`src/rtl/hazard_pkg.sv`:
```
// -----------------------------------------------------------------------------
// hazard_pkg
// Shared types for the register-file hazard controller.
//   ADDR_W     : register address width (16 registers).
//   fwd_sel_e  : EX-stage operand source select.
//   slot_t     : one in-flight producer {valid, rd, is_load}.
//   fwd_pick() : priority pick of the forward select for one source operand.
// -----------------------------------------------------------------------------
package hazard_pkg;

    localparam int ADDR_W = 4;

    typedef enum logic [1:0] {
        FWD_RF    = 2'b00,  // register file
        FWD_EXMEM = 2'b01,  // EX/MEM pipeline register
        FWD_MEMWB = 2'b10   // MEM/WB pipeline register
    } fwd_sel_e;

    typedef struct packed {
        logic              valid;
        logic [ADDR_W-1:0] rd;
        logic              is_load;
    } slot_t;

    // The youngest producer (EX) wins over the older one (MEM).
    function automatic fwd_sel_e fwd_pick(input logic ex_hit, input logic mem_hit);
        fwd_sel_e sel;
        sel = FWD_RF;
        if (ex_hit) begin
            sel = FWD_EXMEM;
        end else if (mem_hit) begin
            sel = FWD_MEMWB;
        end
        return sel;
    endfunction

endpackage

```
`src/rtl/hazard_addr_match.sv`:
```
// -----------------------------------------------------------------------------
// hazard_addr_match
// Qualified register address comparator: a source matches an in-flight
// producer only when the source is actually read, the producer slot is valid
// and the two addresses are equal.
// Ports:
//   used_i  : source operand is read by the decode instruction
//   valid_i : producer slot holds a register-writing instruction
//   a_i     : source register address
//   b_i     : producer destination address
//   match_o : qualified match
// -----------------------------------------------------------------------------
module hazard_addr_match #(
    parameter int W = 4
) (
    input  logic         used_i,
    input  logic         valid_i,
    input  logic [W-1:0] a_i,
    input  logic [W-1:0] b_i,
    output logic         match_o
);

    assign match_o = used_i & valid_i & (a_i == b_i);

endmodule

```
`src/rtl/reg_hazard_ctrl.sv`:
```
// -----------------------------------------------------------------------------
// reg_hazard_ctrl
// Pipeline hazard controller for a 16-entry register file. Tracks the
// destinations of instructions in EX and MEM and decides whether the decode
// instruction issues, stalls, or gets its operands forwarded.
//
// Build option: define HAZARD_FWD_EN to enable operand forwarding; only a
// load in EX then stalls. Without it, any EX/MEM match stalls and the forward
// selects are tied to the register file.
//
// Ports:
//   clk, rst_n                 : clock, asynchronous active-low reset
//   id_valid                   : decode holds an instruction
//   id_rs1/id_rs2, *_used      : source addresses and read qualifiers
//   id_rd, id_rd_wr            : destination address and write enable
//   id_is_load                 : result only available after MEM
//   flush                      : kill the decode instruction
//   stall                      : (comb) hold PC/IF/ID, bubble into EX
//   issue                      : (comb) instruction enters EX this cycle
//   fwd_a, fwd_b               : (reg) operand selects while in EX
//   stall_count                : (reg) saturating count of stall cycles
//
// The WB slot is not stored: the register file writes before it reads, so a
// producer in WB can never cause a stall or a forward.
// ADDR_W must equal hazard_pkg::ADDR_W because slot_t is sized from it.
// -----------------------------------------------------------------------------
module reg_hazard_ctrl
    import hazard_pkg::*;
#(
    parameter int ADDR_W = hazard_pkg::ADDR_W,
    parameter int CNT_W  = 16
) (
    input  logic              clk,
    input  logic              rst_n,
    input  logic              id_valid,
    input  logic [ADDR_W-1:0] id_rs1,
    input  logic [ADDR_W-1:0] id_rs2,
    input  logic              id_rs1_used,
    input  logic              id_rs2_used,
    input  logic [ADDR_W-1:0] id_rd,
    input  logic              id_rd_wr,
    input  logic              id_is_load,
    input  logic              flush,
    output logic              stall,
    output logic              issue,
    output logic [1:0]        fwd_a,
    output logic [1:0]        fwd_b,
    output logic [CNT_W-1:0]  stall_count
);

    // EX slot keeps is_load for load-use detection; MEM only needs valid/rd.
    slot_t             ex_q, ex_d;
    logic              mem_valid_q;
    logic [ADDR_W-1:0] mem_rd_q;
    logic [CNT_W-1:0]  stall_count_q, stall_count_d;

    logic [ADDR_W-1:0] src_addr [2];
    logic              src_used [2];
    logic              ex_hit   [2];
    logic              mem_hit  [2];
    logic              load_use;
    logic              hazard;

    assign src_addr[0] = id_rs1;
    assign src_addr[1] = id_rs2;
    assign src_used[0] = id_rs1_used;
    assign src_used[1] = id_rs2_used;

    // Four comparators: {rs1, rs2} x {EX, MEM}.
    generate
        for (genvar gi = 0; gi < 2; gi++) begin : g_src
            hazard_addr_match #(.W(ADDR_W)) u_ex_match (
                .used_i  (src_used[gi]),
                .valid_i (ex_q.valid),
                .a_i     (src_addr[gi]),
                .b_i     (ex_q.rd),
                .match_o (ex_hit[gi])
            );
            hazard_addr_match #(.W(ADDR_W)) u_mem_match (
                .used_i  (src_used[gi]),
                .valid_i (mem_valid_q),
                .a_i     (src_addr[gi]),
                .b_i     (mem_rd_q),
                .match_o (mem_hit[gi])
            );
        end
    endgenerate

    always_comb begin
        load_use = (ex_hit[0] | ex_hit[1]) & ex_q.is_load;
`ifdef HAZARD_FWD_EN
        hazard = load_use;
`else
        // load_use is a subset of the EX match; it is kept so both builds
        // share the same terms.
        hazard = load_use | ex_hit[0] | ex_hit[1] | mem_hit[0] | mem_hit[1];
`endif
        // flush dominates: a killed instruction neither stalls nor issues.
        stall = id_valid & ~flush & hazard;
        issue = id_valid & ~stall & ~flush;
    end

    always_comb begin
        ex_d.valid   = issue & id_rd_wr;
        ex_d.rd      = id_rd;
        ex_d.is_load = id_is_load;

        stall_count_d = stall_count_q;
        if (stall && (stall_count_q != {CNT_W{1'b1}})) begin
            stall_count_d = stall_count_q + {{(CNT_W-1){1'b0}}, 1'b1};
        end
    end

    always_ff @(posedge clk or negedge rst_n) begin
        if (!rst_n) begin
            ex_q          <= '0;
            mem_valid_q   <= 1'b0;
            mem_rd_q      <= '0;
            stall_count_q <= '0;
        end else begin
            ex_q          <= ex_d;
            mem_valid_q   <= ex_q.valid;
            mem_rd_q      <= ex_q.rd;
            stall_count_q <= stall_count_d;
        end
    end

    assign stall_count = stall_count_q;

`ifdef HAZARD_FWD_EN
    fwd_sel_e fwd_q [2];

    generate
        for (genvar gi = 0; gi < 2; gi++) begin : g_fwd
            always_ff @(posedge clk or negedge rst_n) begin
                if (!rst_n) begin
                    fwd_q[gi] <= FWD_RF;
                end else begin
                    fwd_q[gi] <= issue ? fwd_pick(ex_hit[gi], mem_hit[gi]) : FWD_RF;
                end
            end
        end
    endgenerate

    assign fwd_a = fwd_q[0];
    assign fwd_b = fwd_q[1];
`else
    assign fwd_a = FWD_RF;
    assign fwd_b = FWD_RF;
`endif

endmodule
```
`config.mk`:
```
export PLATFORM = sky130hd
export DESIGN_NAME = reg_hazard_ctrl
export DESIGN_NICKNAME = d
export VERILOG_FILES = /design/src/rtl/hazard_pkg.sv /design/src/rtl/hazard_addr_match.sv /design/src/rtl/reg_hazard_ctrl.sv
export SDC_FILE = /design/constraint.sdc
export NUM_CORES = 1
export LEC_CHECK = 0
export ABC_CLOCK_PERIOD_IN_PS = 4700
export CORE_ASPECT_RATIO = 2
export CORE_MARGIN = 2
export CORE_UTILIZATION = 30
export CTS_CLUSTER_SIZE = 10
export DETAILED_ROUTE_END_ITERATION = 8
export PLACE_DENSITY_LB_ADDON = 0.15
export SYNTH_ARGS = -nofsm -noshare
export SYNTH_HDL_FRONTEND = slang
export SYNTH_SLANG_ARGS = --single-unit
```
`constraint.sdc`:
```
create_clock -name clk -period 4.7 [get_ports clk]
set_clock_uncertainty 0.1 [all_clocks]
set_input_delay 0.94 -clock clk [delete_from_list [all_inputs] [get_ports clk]]
set_output_delay 0.94 -clock clk [all_outputs]
set_load 0.02 [all_outputs]
```
==> results by group, run 1 <==
Outcome
  – Status: complete, no violations

Critical path
  – CP max FO: 3
  – Worst r2r src: stall_count[0]
  – Crit end category: output port
  – CP Data Required Time: 3.66 ns
  – Worst setup SP type: input port
  – Crit path from: id_rs2[0]
  – Arr. time, crit path: roughly 3.0 ns
  – Crit path kind: input port to output port

Drt
  – Vias per cell: between 4 and 5
  – Residual DRC: 0
  – Via count: 1025
  – Wire per inst: around 14 µm
  – Detailed Route Iter0 Violations: 13
  – Final antenna-violating net count: 0
  – Final WL: between 3000 and 4000 µm
  – Pre-antenna DRT Iters: 4

Floorplan
  – Num ports: between 40 and 50
  – Die height: approximately 98 µm
  – Floorplan Core Area: between 4000 and 5000 µm²
  – Initial Utilization: 30.9%
  – Die X: roughly 51 µm
  – Die footprint: approximately 5000 µm²
  – Row count: 34

Timing
  – Final hold violations: 0
  – Finish-stage setup viols: 0
  – Max-slew headroom: 34.4%
  – Worst Tran Pin Value: 0.981 ns
  – Fin. max-slew vios: 0
  – RSZ-0062 raised after global routing: false
  – Final min period: ~4.0 ns
  – Fmax: ~250 MHz
  – Period utilization: a little under nine tenths
  – TNS Setup: 0 ns

Place
  – HPWL after DPL: around 2400 µm
  – GPL Wtd Cong: just under 0.7
  – Port Buf Inserts: 36
  – Placed cell count: 210

Clocking
  – CTS Buffer Depth: 2
  – # hold bufs at CTS: 0
  – H-tree depth: 1
  – Clk slew on worst S/H paths: around 0.09 ns
  – Post-CTS sizing: 0
  – CTS buffer count: 3
  – TritonCTS clock tree: done
  – Worst skew pair latency: ~0.27 ns
  – Clk root buf: clkbuf_8
  – Clock sink count: 26
  – # Post-CTS Setup Buffers: 0

Hold path
  – HP Class: flop to flop
  – Hold Startpoint: ex_q[5]

Yosys
  – Sequential area share after synthesis: between 40% and 50%
  – Mapped Area: between 1000 and 1500 µm²
  – FF+latch count, synth: 26
  – Mapped Cells: 121
  – Ys Warns: 0
  – Top post-synthesis cells by area: dfrtp_1 (49%), xor2_1 (14%), nor3_1 (3.4%)
  – Yosys top cell by area: dfrtp_1
  – EDFF count, synth: 0
  – Unique masters post-synth: 35
  – Async S/R FF share, synth: 100%
  – Ys flop type: dfrtp_1
  – Synth top area share: 49.1%
  – Average cell area after synthesis: 11.0 µm²

Power
  – Leakage Power: roughly 0.82 nW
  – Pwr Density: between 200 and 250 nW/µm²
  – Sw Share: 24.1%
  – Net Sw Power: around 0.11 mW
  – Clock network fraction of total power: between 30% and 40%
  – Sequential Power Share: 53.9%
  – Power Internal: approximately 0.34 mW
  – Max VDD drop: ~0.15 mV
  – Comb pwr share: 13.6%

Cells and area
  – Non-Filler Instances: between 200 and 250
  – Register area: approximately 650 µm²
  – Share of layout cells above drive strength 1: a little under a tenth
  – Fillers: 431
  – Area occupied by multi-input gates: 619 µm²
  – Nets: around 180
  – Area growth, synth to finish: 35.0%
  – N_diodes: 0

Global routing
  – Largest net degree at the start of global routing: 23
  – Number of antenna violations at the first check in global routing: 0
  – GRT Util Overall: between 10% and 20%
  – First-pass GRT wire length: 5170 µm
  – Grt ovf: 0
  – Vias in the first global route: between 1000 and 1500

Run
  – Max capacitance violation total: 0
==> sequential cells by signal, indices dropped and copies added (netlist names) <==
signal and cells:
ex_q 5, mem_rd_q 4, mem_valid_q 1, stall_count 16
==> cell usage in the layout (no fill, tap or decap), drive strengths merged, types with 5 or more instances in the layout <==
cell,n
nor3,10
nor2,5
inv,6
xor2,21
nand2,7
nand3,6
clkdlybuf4s50,36
and3,5
dfrtp,26
==> cell families (layout without fill, tap and decap cells) <==
| kind of cell | after synthesis | count (layout) | share of synthesized area (%) |
|---|---|---|---|
| AO/OA/AOI/OAI | 10 | 10 | 7.27 |
| XOR/XNOR | 25 | 25 | 16.5 |
| adder cells (fa/ha/maj) | 1 | 1 | 0.943 |
| buffers and inverters | 12 | 48 | 5.09 |
| flip-flops | 26 | 26 | 49.1 |
| multiplexers | 1 | 1 | 1.13 |
| other | 1 | 4 | 0.283 |
| AND/OR/NAND/NOR | 45 | 45 | 19.7 |
==> synthesized netlist by cell type, types with 2 or more instances <==
cell,instances
nor3_1,9
nor2b_1,2
nand2_1,6
nor2_1,4
buf_4,4
xor2_1,21
dfrtp_1,26
nor3b_2,2
inv_1,6
nand3_1,6
and3_1,5
and2_1,2
xnor2_1,4
nand4_1,3
==> metal layers <==
layer | part of all wire [%] | vias to the layer above | GRT usage, %
met2 | 57 | 32 | 25.6
met5 | 0 | - | 0
met4 | 1.9 | 0 | 6.24
met3 | 3.4 | 5 | 1.53
li1 | - | 480 | -
met1 | 38 | 508 | 14.0
==> power groups by stage <==
stage	clock network, mW	logic, mW	registers, mW
after floorplan	0	0.0255	0.245
after global placement	0	0.0600	0.243
after CTS	0.151	0.0613	0.239
after detailed placement	0	0.0614	0.243
after global routing	0.157	0.0656	0.240
final	0.144	0.0605	0.239
==> critical path, stage by stage <==
cell and delay [ns]:
clkdlybuf4s50_1 0.53, xor2_1 0.17, nor3_1 0.08, nand4_1 0.12, o41ai_2 0.10, a211oi_4 0.28
and2_1 0.17, clkdlybuf4s50_1 0.60
==> layout make-up <==
| class | count | area share [%] |
|---|---|---|
| timing repair buffer | 38 | 21.0 |
| sequential | 26 | 36.3 |
| tap | 54 | 3.77 |
| inverter | 6 | 1.26 |
| multi-input combinational | 86 | 34.6 |
| clock buffer | 4 | 3.07 |
==> stage by stage <==
step / utilization (%) / setup slack [ns] / hold WS, ns / power (mW) / area [µm²]
after global placement: 40.4 / 0.714 / 0.294 / 0.303 / 1740
after floorplan: - / 1.53 / 0.274 / 0.271 / 1340
after global routing: 41.7 / 0.583 / 0.355 / 0.462 / 1790
final: 41.7 / 0.673 / 0.322 / 0.443 / 1790
after CTS: 41.7 / 0.661 / 0.327 / 0.451 / 1790
after detailed placement: 40.4 / 0.677 / 0.312 / 0.304 / 1740
==> worst paths after layout <==
kind	end	slack (ns)	cells after the start
setup / recovery	issue	0.67	8
hold / removal	mem_valid_q	0.32	0
setup reg to reg	stall_count[15]	2.49	7
hold reg to reg	mem_valid_q	0.32	0
max in group asynchronous	mem_valid_q	2.75	2
min in group asynchronous	stall_count[15]	1.11	1
Power figures use the tool's default switching activity.
==> inputs of run 2 (changes only) <==
Settings changed: PLACE_DENSITY_LB_ADDON 0.15 to not set, SKIP_LAST_GASP set to 1.
==> results by group, run 2 (synthesis gave the netlist of run 1 again) <==
Clocking
  – Worst skew pair latency: 0.27 ns (about the same)
  – # Post-CTS Setup Buffers: 0 (unchanged)
  – Clk root buf: clkbuf_8
  – TritonCTS clock tree: done
  – Clock sink count: 26 (unchanged)
  – CTS Buffer Depth: 2 (unchanged)
  – H-tree depth: 1 (unchanged)
  – # hold bufs at CTS: 0 (unchanged)
  – Clk slew on worst S/H paths: 0.08 ns (about the same)
  – CTS buffer count: 3 (unchanged)
  – Post-CTS sizing: 0 (unchanged)

Timing
  – Max-slew headroom: 62.0% (+28 points)
  – Finish-stage setup viols: 0 (unchanged)
  – TNS Setup: 0 ns (unchanged)
  – Fmax: 250 MHz (+0.51%)
  – RSZ-0062 raised after global routing: false
  – Fin. max-slew vios: 0 (unchanged)
  – Final min period: 4.01 ns (-0.0206 ns)
  – Period utilization: 85.3% (-0.44 points)
  – Final hold violations: 0 (unchanged)
  – Worst Tran Pin Value: 0.568 ns (-0.413 ns)

Cells and area
  – Nets: 182 (unchanged)
  – Most common cell after layout, fill and taps aside: clkdlybuf4s50_1
  – Max reg flops: 16 (unchanged)
  – Fillers: 415 (-3.7%)
  – Area occupied by multi-input gates: 619 µm² (unchanged)
  – Final Util: 41.7% (unchanged)
  – Area growth, synth to finish: 35.0% (unchanged)
  – Share of layout cells above drive strength 1: 9.38% (unchanged)
  – Register area: 651 µm² (unchanged)
  – N_diodes: 0 (unchanged)
  – Most frequent cells in the layout: clkdlybuf4s50_1 (36), dfrtp_1 (26), xor2_1 (21), nor3_1 (9)

Critical path
  – CP Data Required Time: 3.66 ns (about the same)
  – CP max stage cell: clkdlybuf4s50_1
  – CP max FO: 3 (unchanged)
  – Max incr delay on CP: 0.60 ns (about the same)
  – RR Endpoint: stall_count[15]
  – Crit end category: output port
  – Worst setup SP type: input port
  – Arr. time, crit path: 2.97 ns (-0.02 ns)
  – Most Frequent Cell on Critical Path: clkdlybuf4s50_1
  – CP Cell Sequence: clkdlybuf4s50_1 -> xor2_1 -> nor3_1 -> nand4_1 -> o41ai_2 -> a211oi_4 -> and2_1 -> clkdlybuf4s50_1
  – Crit path kind: input port to output port
  – Worst r2r src: stall_count[0]
  – R2R cell count: 7 (unchanged)
  – R2R setup slack: 2.50 ns (about the same)

Floorplan
  – Die height: 98.0 µm (unchanged)
  – Die X: 51.0 µm (unchanged)
  – Row count: 34 (unchanged)
  – Initial Utilization: 30.9% (unchanged)
  – Num ports: 42 (unchanged)
  – Floorplan Core Area: 4300 µm² (unchanged)
  – Die footprint: 5000 µm² (unchanged)

Power
  – Pwr Density: 247 nW/µm² (-0.13%)
  – Max VDD drop: 0.0917 mV (-38%)
  – Leakage Power: 0.818 nW (unchanged)

Hold path
  – Min-Delay Endpoint: mem_valid_q
  – HP Class: flop to flop
  – WHS Path Cells: 0 (unchanged)
  – Hold Startpoint: ex_q[5]

Global routing
  – First-pass GRT wire length: 5350 µm (+3.5%)
  – GRT Util Overall: 14.3% (+0.81 points)
  – Grt ovf: 0 (unchanged)
  – Vias in the first global route: 1166 (+2.3%)
  – Number of antenna violations at the first check in global routing: 0 (unchanged)
  – Largest net degree at the start of global routing: 17 (-26%)

Drt
  – Via count: 1011 (-1.4%)
  – Residual DRC: 0 (unchanged)
  – Wire per inst: 15.1 µm (+7.1%)
  – Vias per cell: 4.72 (-1.4%)
  – Final WL: 3240 µm (+7.1%)
  – Detailed Route Iter0 Violations: 10 (-3)
  – Pre-antenna DRT Iters: 4 (unchanged)
  – Final antenna-violating net count: 0 (unchanged)

Outcome
  – Status: complete, no violations

Place
  – Port Buf Inserts: 36 (unchanged)
  – HPWL after DPL: 2550 µm (+8.3%)
  – GPL Wtd Cong: 0.719 (+3.3%)

Run
  – Max capacitance violation total: 0 (unchanged)
[run 2: worst max path at each step]
| stage | slack (ns) | start | to | cells past startpoint |
|---|---|---|---|---|
| 2_1_floorplan | 1.53 | id_rs2[3] | issue | 7 |
| 3_3_place_gp | 0.75 | id_rs2[2] | issue | 8 |
| 3_5_place_dp | 0.72 | id_rs2[2] | issue | 8 |
| 4_1_cts | 0.71 | id_rs2[2] | issue | 8 |
| 5_1_grt | 0.60 | id_rs2[2] | issue | 8 |
| 6_report | 0.69 | id_rs2[2] | issue | 8 |
[run 2: layer usage]
layer  routed length, µm  global-route usage (%)  vias to the layer above
met5                   0                       0                        -
met4                  78                    8.11                        0
met3                 102                    1.99                        4
met2                1870                    27.5                       29
met1                1190                    13.6                      495
li1                    -                       -                      483
[run 2: final cells by class]
| class | instances | area share [%] |
|---|---|---|
| sequential | 26 | 36.3 |
| multi-input combinational | 86 | 34.6 |
| timing repair buffer | 38 | 21.0 |
| tap | 54 | 3.77 |
| clock buffer | 4 | 3.07 |
| inverter | 6 | 1.26 |
[run 2: stage by stage]
stage	cell area (µm²)	setup slack, ns	hold WS [ns]	std cells	total power [mW]
finish	1790	0.693	0.331	214	0.442
global route	1790	0.600	0.376	214	0.462
CTS	1790	0.708	0.334	214	0.448
detailed placement	1740	0.720	0.314	210	0.305
global placement	1740	0.752	0.320	210	0.302
floorplan	1340	1.53	0.274	124	0.271
[run 2: critical path, delay by kind of cell]
| family | cells | cell delay [ns] |
|---|---|---|
| buf+inv | 2 | 1.13 |
| simple gates | 3 | 0.36 |
| compound gates | 2 | 0.36 |
| xor+xnor | 1 | 0.18 |
[run 2: power breakdown]
| group | leakage [nW] | total (mW) | switching (mW) | internal [mW] |
|---|---|---|---|---|
| Clock | 0.0288 | 0.142 | 0.0671 | 0.0748 |
| Combinational | 0.452 | 0.0617 | 0.0310 | 0.0307 |
| Sequential | 0.338 | 0.239 | 0.00802 | 0.231 |
| Total | 0.818 | 0.442 | 0.106 | 0.336 |
